[config.mk]
export PLATFORM = sky130hd
export DESIGN_NAME = core_host_ctrl
export DESIGN_NICKNAME = d
export VERILOG_FILES = /design/src/rtl/core_host_pkg.sv /design/src/rtl/host_out_reg.sv /design/src/rtl/core_host_ctrl.sv
export SDC_FILE = /design/constraint.sdc
export NUM_CORES = 1
export LEC_CHECK = 0
export BUFFER_PORTS_ARGS = -buffer_cell sky130_fd_sc_hd__buf_2
export CORE_MARGIN = 8
export CORE_UTILIZATION = 51
export CTS_CLUSTER_DIAMETER = 30
export CTS_CLUSTER_SIZE = 20
export DETAILED_ROUTE_END_ITERATION = 10
export PLACE_DENSITY = 0.74
export SLEW_MARGIN = 40
export SYNTH_ARGS = -nofsm -noshare
export SYNTH_HDL_FRONTEND = slang
export SYNTH_SLANG_ARGS = --single-unit
[constraint.sdc]
create_clock -name clk -period 2.05 [get_ports clk]
set_clock_uncertainty 0.05 [all_clocks]
set_input_delay 0.3075 -clock clk [delete_from_list [all_inputs] [get_ports clk]]
set_output_delay 0.3075 -clock clk [all_outputs]
set_load 0.01 [all_outputs]
[src/rtl/core_host_pkg.sv]
// Shared types and constants for the host-side core sequencer.
package core_host_pkg;

  localparam int DATA_W = 8;

  typedef enum logic [2:0] {
    IDLE   = 3'd0,
    LOAD   = 3'd1,
    START  = 3'd2,
    RUN    = 3'd3,
    UNLOAD = 3'd4,
    FLUSH  = 3'd5
  } host_state_t;

endpackage

[src/rtl/host_out_reg.sv]
// One-entry valid/ready output register: load when free, hold while stalled,
// drop valid after the final handshake when nothing new is loaded.
module host_out_reg
  import core_host_pkg::*;
(
  input  logic              clk,
  input  logic              reset,
  input  logic              load,
  input  logic [DATA_W-1:0] load_data,
  input  logic              out_ready,
  output logic              out_valid,
  output logic [DATA_W-1:0] out_data,
  output logic              free
);

  logic              out_valid_reg;
  logic [DATA_W-1:0] out_data_reg;

  assign free      = !out_valid_reg || out_ready;
  assign out_valid = out_valid_reg;
  assign out_data  = out_data_reg;

  always_ff @(posedge clk or posedge reset) begin
    if (reset) begin
      out_valid_reg <= 1'b0;
      out_data_reg  <= '0;
    end else if (load) begin
      out_valid_reg <= 1'b1;
      out_data_reg  <= load_data;
    end else if (out_ready) begin
      out_valid_reg <= 1'b0;
    end
  end

endmodule

[src/rtl/core_host_ctrl.sv]
// Host sequencer: loads operand bytes into core data memory, pulses start,
// waits for done (with timeout) and streams the result bytes back out.
module core_host_ctrl
  import core_host_pkg::*;
#(
  parameter int AW        = 8,
  parameter int LOAD_BASE = 0,
  parameter int LOAD_LEN  = 4,
  parameter int RES_BASE  = 4,
  parameter int RES_LEN   = 4,
  parameter int TIMEOUT   = 1000
) (
  input  logic              clk,
  input  logic              reset,
  input  logic              in_valid,
  input  logic [DATA_W-1:0] in_data,
  output logic              in_ready,
  output logic              out_valid,
  output logic [DATA_W-1:0] out_data,
  input  logic              out_ready,
  output logic              mem_we,
  output logic              mem_re,
  output logic [AW-1:0]     mem_addr,
  output logic [DATA_W-1:0] mem_wdata,
  input  logic [DATA_W-1:0] mem_rdata,
  output logic              host_owns_mem,
  output logic              core_start,
  input  logic              core_done,
  output logic              busy,
  output logic              timeout_err
);

  localparam int RUN_W = ($clog2(TIMEOUT) > 10) ? $clog2(TIMEOUT) : 10;

  host_state_t      state_reg, state_next;
  logic [7:0]       idx_reg, idx_next;
  logic [7:0]       ridx_reg, ridx_next;
  logic [RUN_W-1:0] run_ctr_reg, run_ctr_next;
  logic             timeout_err_reg, timeout_err_next;
  logic             out_load;
  logic             out_free;

  always_ff @(posedge clk or posedge reset) begin
    if (reset) begin
      state_reg       <= IDLE;
      idx_reg         <= '0;
      ridx_reg        <= '0;
      run_ctr_reg     <= '0;
      timeout_err_reg <= 1'b0;
    end else begin
      state_reg       <= state_next;
      idx_reg         <= idx_next;
      ridx_reg        <= ridx_next;
      run_ctr_reg     <= run_ctr_next;
      timeout_err_reg <= timeout_err_next;
    end
  end

  always_comb begin
    state_next       = state_reg;
    idx_next         = idx_reg;
    ridx_next        = ridx_reg;
    run_ctr_next     = run_ctr_reg;
    timeout_err_next = timeout_err_reg;
    in_ready         = 1'b0;
    mem_we           = 1'b0;
    mem_re           = 1'b0;
    mem_addr         = '0;
    mem_wdata        = in_data;
    out_load         = 1'b0;
    core_start       = 1'b0;

    case (state_reg)
      IDLE: begin
        in_ready = 1'b1;
        mem_addr = AW'(LOAD_BASE);
        mem_we   = in_valid;
        if (in_valid) begin
          timeout_err_next = 1'b0;
          idx_next         = 8'd1;
          state_next       = (LOAD_LEN == 1) ? START : LOAD;
        end
      end
      LOAD: begin
        in_ready = 1'b1;
        mem_addr = AW'(LOAD_BASE) + AW'(idx_reg);
        mem_we   = in_valid;
        if (in_valid) begin
          idx_next = idx_reg + 8'd1;
          if (idx_reg == 8'(LOAD_LEN - 1)) state_next = START;
        end
      end
      START: begin
        core_start   = 1'b1;
        run_ctr_next = '0;
        state_next   = RUN;
      end
      RUN: begin
        // done in the first RUN cycle is left over from the previous run
        if (core_done && run_ctr_reg != '0) begin
          ridx_next  = '0;
          state_next = UNLOAD;
        end else if (run_ctr_reg == RUN_W'(TIMEOUT - 1)) begin
          timeout_err_next = 1'b1;
          state_next       = IDLE;
        end else begin
          run_ctr_next = run_ctr_reg + 1'b1;
        end
      end
      UNLOAD: begin
        mem_re   = 1'b1;
        mem_addr = AW'(RES_BASE) + AW'(ridx_reg);
        if (out_free) begin
          out_load  = 1'b1;
          ridx_next = ridx_reg + 8'd1;
          if (ridx_reg == 8'(RES_LEN - 1)) state_next = FLUSH;
        end
      end
      FLUSH: begin
        if (out_valid && out_ready) state_next = IDLE;
      end
      default: state_next = IDLE;
    endcase
  end

  host_out_reg u_out_reg (
    .clk       (clk),
    .reset     (reset),
    .load      (out_load),
    .load_data (mem_rdata),
    .out_ready (out_ready),
    .out_valid (out_valid),
    .out_data  (out_data),
    .free      (out_free)
  );

  assign busy          = (state_reg != IDLE);
  assign host_owns_mem = (state_reg != RUN);
  assign timeout_err   = timeout_err_reg;

endmodule

==> implementation parameters, run 1 <==
Parameter                              Value

Floorplan
  Die outline height ... 83.9 um
  Floorplan die area ... 0.00704 mm^2
  Horizontal die dimension ... 83.9 um
  Number of core rows ... 24
  Top-level port count ... 53
  Initial core utilization ... 0.533
  Std-Cell Core Area ... 0.00441 mm^2

Synth
  Compound-cell area share of the yosys netlist ... 0.173
  Mux cell area share after synthesis ... 0.0574
  Top area cells in the synthesized netlist ... dfrtp_1 (41%), nor2_1 (4.1%), mux2_2 (3.8%), nand2_1 (3.5%), xnor2_1 (3.4%)
  Simple-gate share of the synthesized area ... 0.216
  Post-synth top area cell ... dfrtp_1
  Synth Cell Area ... 0.00235 mm^2
  Distinct cells, synth ... 58
  Number of synthesized register bits ... 39
  Syn_nets ... 272
  Dominant combinational cell family by area after synthesis ... simple AND/OR/NAND/NOR gates
  Post-Synthesis Mean Instance Area ... 9.60 um^2
  Synth async-reset ratio ... 1.00
  Post-Synth Adder-Cell Area ... 0.0319
  Share of the synthesized netlist area taken by xor and xnor gates ... 0.0410
  Number of synthesized flops with an enable pin ... 0
  Number of cells produced by synthesis ... 245
  Portion of the post-synthesis area used by sequential elements ... 0.415
  Leading register cell type out of synthesis ... dfrtp_1
  Area share of the leading cell type in the synthesized netlist ... 0.415
  Warnings, synthesis ... 0

STA
  Max Fclk ... 0.507 GHz
  Count of final max-slew check failures ... 0
  Crit path time final ... just under 2 ns
  Worst Tran Pin Value ... 0.491 ns
  RSZ-0062 raised after global routing ... yes
  Share of the clock period used by the worst path ... 0.963
  Normalized max-slew margin ... 0.673
  Final Setup Violations ... 0
  Endpoints failing hold ... 0
  Slack of the critical path ... 0.0759 ns

Detailed routing
  Initial drt markers ... 134
  Antenna Nets Post-Route ... 0
  Via density per instance ... ~6
  First-pass DRT Iterations ... 4
  Wire length per cell ... 15.7 um
  Total wire length after detailed routing ... 5.34 mm
  Vias after detailed routing ... 2011
  Post-detailed-route DRC marker count ... 0

Power and ir drop
  Power density normalized to cell area ... 1210 mW/mm^2
  Worst-case vdd ir drop ... about 0.74 mV
  Total power ... 3.33 mW
  Static leakage ... between 1 and 1.5 nW

Clock network
  Clock slew seen by the registers of the worst setup and hold paths ... 0.08 ns
  CTS max path bufs ... 2
  Clock tree from TritonCTS ... yes
  Cts bufs inserted ... 5
  Number of buffers inserted by hold repair at cts ... 0
  Root buffer cell ... clkbuf_8
  Worst-Skew Late Latency ... around 0.30 ns
  Clock sink total ... 39
  H-tree depth ... 2

Final layout
  Ratio of cells with drive above 1 in the final layout ... 0.322
  Fill cells ... 390
  Antenna cell count ... 0
  Final Instance Area ... 0.00274 mm^2
  Flip-flop count of the largest register, all copies and words added ... 10
  Final non-filler cell total ... 341
  Total area of multi-input combinational cells ... 0.00124 mm^2
  Sequential cell area ... 978 um^2
  Net count of the finished layout ... 315
  Area delta synth->final ... 16.6%

Critical path
  Sort of element at the end of the critical path ... flip-flop
  Critical path start-end classification ... flip-flop to flip-flop
  Required time of the critical path ... about 2.2 ns
  CP arrival ... about 2.1 ns
  Startpoint type of the worst setup path ... flip-flop
  Worst Path Max Fanout ... 5

Place
  RePlAce Congestion ... between 0.8 and 0.9
  Port-buffer cells ... 36
  Cell area after placement ... 0.00261 mm^2
  Detailed placer's ending HPWL ... 4.00 mm
  DP Cell Count ... 331
  Worst setup slack before clock tree synthesis ... 0.105 ns

Hold path
  Worst hold path type ... input pin to asynchronous set/reset pin

Status
  Run status ... complete, no violations

Global routing
  Antenna violations before repair ... 0
  Pin count of the biggest net entering global routing ... 40
  Global-route wire length before repair ... around 9 mm
  Via count of the first global-routing pass ... 1949
  Global router's overall resource usage ... 0.152
  Total global routing overflow ... 0

Flow run
  Max cap viols ... 0
## report_power, final
part,switching (mW),internal (mW)
clock,0.271,0.307
combinational,0.848,0.706
sequential,0.218,0.981
## cell usage after synthesis, types with 2 or more instances
cell type / number
mux2_2: 8
a31o_2: 3
a21o_1: 2
dfrtp_1: 39
ha_1: 6
xor2_1: 2
a21oi_1: 7
nor3_1: 9
a22oi_1: 8
o21ai_0: 8
nand4_1: 4
mux2i_1: 3
o31ai_1: 3
nand2_1: 22
nand2b_1: 2
or3_1: 2
or3b_1: 2
o21a_1: 2
and2_1: 2
nand3_1: 11
inv_1: 9
buf_2: 3
clkbuf_1: 3
and3_1: 3
xnor2_1: 9
buf_4: 10
nor2_1: 26
a31oi_1: 7
## critical path, cell delays in order (launching register included)
cell and delay (ns):
dfrtp_1 0.43, inv_1 0.08, ha_1 0.14, nor4b_2 0.36, a31oi_2 0.23, o221ai_2 0.28, mux2_4 0.32
## worst paths after layout
kind / from / end / slack [ns] / cells past startpoint
setup reg to reg: run_ctr_reg[0] / state_reg[0] / 0.08 / 6
hold / removal: reset / run_ctr_reg[4] / 0.07 / 3
setup / recovery: run_ctr_reg[0] / state_reg[0] / 0.08 / 6
max in group asynchronous: reset / state_reg[2] / 1.52 / 3
hold reg to reg: u_out_reg.out_data[4] / u_out_reg.out_data[4] / 0.45 / 1
min in group clk: mem_rdata[3] / u_out_reg.out_data[3] / 0.19 / 2
## area by class of cell
class / instances / area share
inverter: 11 / 0.0151
timing repair buffer: 53 / 0.117
tap: 52 / 0.0237
multi-input combinational: 178 / 0.451
sequential: 39 / 0.357
clock buffer: 8 / 0.0365
## per-stage QoR
step | hold slack [ns] | util | TNS (ns)
final | 0.0663 | 0.621 | 0
after global routing | 0.134 | 0.621 | -0.0170
after CTS | 0.0835 | 0.616 | 0
after detailed placement | 0.407 | 0.591 | 0
after global placement | 0.400 | 0.591 | 0
after floorplan | 0.409 | - | 0
## layer usage
layer	routed length, um	global-route usage	vias to the layer above
met5	0	0	-
met4	88	0.0675	0
met3	336	0.0361	10
met2	2490	0.229	71
met1	2430	0.201	966
li1	-	-	964
## cells in the final DEF (no fill, tap or decap), drive strengths merged, types with 4 or more instances in the layout
master,n
buf,53
dfrtp,39
nor2,26
nand2,22
nand3,11
nor3,10
inv,10
xnor2,9
mux2,9
a22oi,8
a31oi,8
o21ai,8
clkbuf,8
a21oi,7
ha,6
nand4,4
## cells by family after synthesis
kind of cell,Yosys count
AOI/OAI and AO/OA,52
and+or+nand+nor,97
buffers and inverters,28
adders and majority gates,6
muxes,12
xor gates and xnor gates,11
DFF,39
## repair_timing
item                       CTS  global route
setup endpoints to repair    2             4
gates resized for setup      3             4
pin swaps                    0             2
buffers inserted             0             2
No activity file was read; power rests on OpenSTA's default activity.
==> run 2: changes to the inputs <==
--- a/config.mk
+++ b/config.mk
@@ -8,6 +8,7 @@
 export BUFFER_PORTS_ARGS = -buffer_cell sky130_fd_sc_hd__buf_2
 export CORE_MARGIN = 8
 export CORE_UTILIZATION = 51
+export CTS_BUF_LIST = sky130_fd_sc_hd__clkbuf_2
 export CTS_CLUSTER_DIAMETER = 30
 export CTS_CLUSTER_SIZE = 20
 export DETAILED_ROUTE_END_ITERATION = 10
==> run 2 against run 1 <==
Against the previous run: power rose by 0.15%; first-iteration DRC count increased by 30%; sequential power about the same; via count up 3.1%; highest routed layer unchanged.
==> implementation parameters, run 2 (synthesis gave the netlist of run 1 again) <==
Parameter                              Value

Status
  Run status ... complete, no violations

Critical path
  Depth of the worst register-to-register path ... 5 (-1)
  Required time of the critical path ... 1.69 ns (-0.50 ns)
  Startpoint type of the worst setup path ... flip-flop
  Worst Path Max Fanout ... 3 (-2)
  Sort of element at the end of the critical path ... output port
  CP arrival ... 1.66 ns (-0.45 ns)
  Critical path start-end classification ... flip-flop to output port

Global routing
  Global-route wire length before repair ... 9.11 mm (+1.2%)
  Total global routing overflow ... 0 (unchanged)
  Pin count of the biggest net entering global routing ... 40 (unchanged)
  Antenna violations before repair ... 0 (unchanged)
  Global router's overall resource usage ... 0.153 (+0.000406)
  Via count of the first global-routing pass ... 1976 (+1.4%)

Final layout
  Most used cells in the layout excluding fill and tap cells ... buf_2 (37), dfrtp_1 (33), buf_4 (25)
  Final Instance Area ... 0.00288 mm^2 (+5.1%)
  Area delta synth->final ... 22.6%
  Most common cell after layout, fill and taps aside ... buf_2
  Antenna cell count ... 0 (unchanged)
  Flip-flop count of the largest register, all copies and words added ... 10 (unchanged)
  Ratio of cells with drive above 1 in the final layout ... 0.403 (+0.0808)
  Net count of the finished layout ... 329 (+4.4%)

Clock network
  Root buffer cell ... clkbuf_2
  Clock slew seen by the registers of the worst setup and hold paths ... 0.18 ns (+0.10 ns)
  H-tree depth ... 2 (unchanged)
  Worst-Skew Late Latency ... 0.41 ns (+0.11 ns)
  Clock tree from TritonCTS ... yes
  Clock sink total ... 39 (unchanged)
  Cts bufs inserted ... 5 (unchanged)
  CTS max path bufs ... 2 (unchanged)

Detailed routing
  Wire length per cell ... 15.9 um (+1.7%)
  Antenna Nets Post-Route ... 0 (unchanged)
  Post-detailed-route DRC marker count ... 0 (unchanged)
  Initial drt markers ... 174 (+30%)
  Vias after detailed routing ... 2074 (+3.1%)
  Total wire length after detailed routing ... 5.65 mm (+5.9%)
  First-pass DRT Iterations ... 4 (unchanged)
  Via density per instance ... 5.84 (-0.93%)

Floorplan
  Die outline height ... 83.9 um (unchanged)
  Horizontal die dimension ... 83.9 um (unchanged)
  Number of core rows ... 24 (unchanged)
  Floorplan die area ... 0.00704 mm^2 (unchanged)
  Std-Cell Core Area ... 0.00441 mm^2 (unchanged)
  Initial core utilization ... 0.533 (unchanged)
  Top-level port count ... 53 (unchanged)

Place
  Cell area after placement ... 0.00261 mm^2 (unchanged)
  RePlAce Congestion ... 0.867 (unchanged)
  Detailed placer's ending HPWL ... 4.00 mm (unchanged)
  Port-buffer cells ... 36 (unchanged)

STA
  Crit path time final ... 2.02 ns (+0.0461 ns)
  Count of final max-slew check failures ... 0 (unchanged)
  Endpoints failing hold ... 0 (unchanged)
  Worst Tran Pin Value ... 0.488 ns (-0.00318 ns)
  Final-layout worst hold slack ... 0.0880 ns (+0.0216 ns)
  Normalized max-slew margin ... 0.675 (+0.00212)
  RSZ-0062 raised after global routing ... yes
  Share of the clock period used by the worst path ... 0.985 (+0.0225)
  Max Fclk ... 0.495 GHz (-2.3%)
  Final Setup Violations ... 0 (unchanged)

Power and ir drop
  Static leakage ... 1.33 nW (+5.1%)
  Total power ... 3.34 mW (+0.15%)
  Worst-case vdd ir drop ... 0.746 mV (+1.3%)
  Power density normalized to cell area ... 1160 mW/mm^2 (-4.7%)

Flow run
  Max cap viols ... 0 (unchanged)

Hold path
  Hold depth ... 2
  Worst hold path type ... input pin to flip-flop
## run 2: critical path, cell delays in order, from the launching register on
cell and delay, ns:
dfrtp_1 0.45, buf_6 0.14, inv_2 0.05, ha_1 0.31, a22oi_2 0.15, nor2_1 0.05
buf_2 0.14
## run 2: through the flow
step / setup TNS (ns) / instances / setup slack, ns / utilization
5_1_grt: -0.267 / 355 / -0.0860 / 0.653
3_3_place_gp: 0 / 331 / 0.180 / 0.591
3_5_place_dp: 0 / 331 / 0.105 / 0.591
4_1_cts: -0.0306 / 345 / -0.0167 / 0.615
2_1_floorplan: 0 / 245 / 0.162 / -
6_report: 0 / 355 / 0.0298 / 0.653
## run 2: layout make-up
class                           count  area, um^2
Tap cell                           52        65.1
Multi-Input combinational cell    178        1320
Timing Repair Buffer               67         437
Inverter                           11        42.5
Clock inverter                      2        7.51
Sequential cell                    39         983
Fill cell                         360        1530
Clock buffer                        6        30.0
## run 2: where the power goes
part	switching (mW)	leakage [nW]	internal, mW
Combinational	0.962	0.796	0.838
Clock	0.252	0.0281	0.0821
Sequential	0.220	0.508	0.982
## run 2: timing repair
item,in CTS,in global routing
endpoints found under the setup margin,7,11
gates resized for setup,10,24
pin swaps,0,9
hold buffers,1,0
endpoints found under the hold margin,39,0
buffers inserted,5,10
## run 2: routing by layer
layer,global-route usage,share of wire,vias to the layer above
met4,0.0534,0.015,0
met1,0.200,0.46,1008
met2,0.240,0.48,64
li1,-,-,993
met3,0.0332,0.051,9
met5,0,0,-
## run 2: worst paths after layout
| path | startpoint | to | slack (ns) |
|---|---|---|---|
| setup / recovery | ridx_reg[2] | mem_addr[3] | 0.03 |
| max in group asynchronous | reset | ridx_reg[5] | 1.07 |
| hold reg to reg | u_out_reg.out_data[4] | u_out_reg.out_data[4] | 0.48 |
| min in group asynchronous | reset | idx_reg[4] | 0.47 |
| setup reg to reg | idx_reg[0] | state_reg[0] | 0.08 |
| hold / removal | mem_rdata[3] | u_out_reg.out_data[3] | 0.09 |
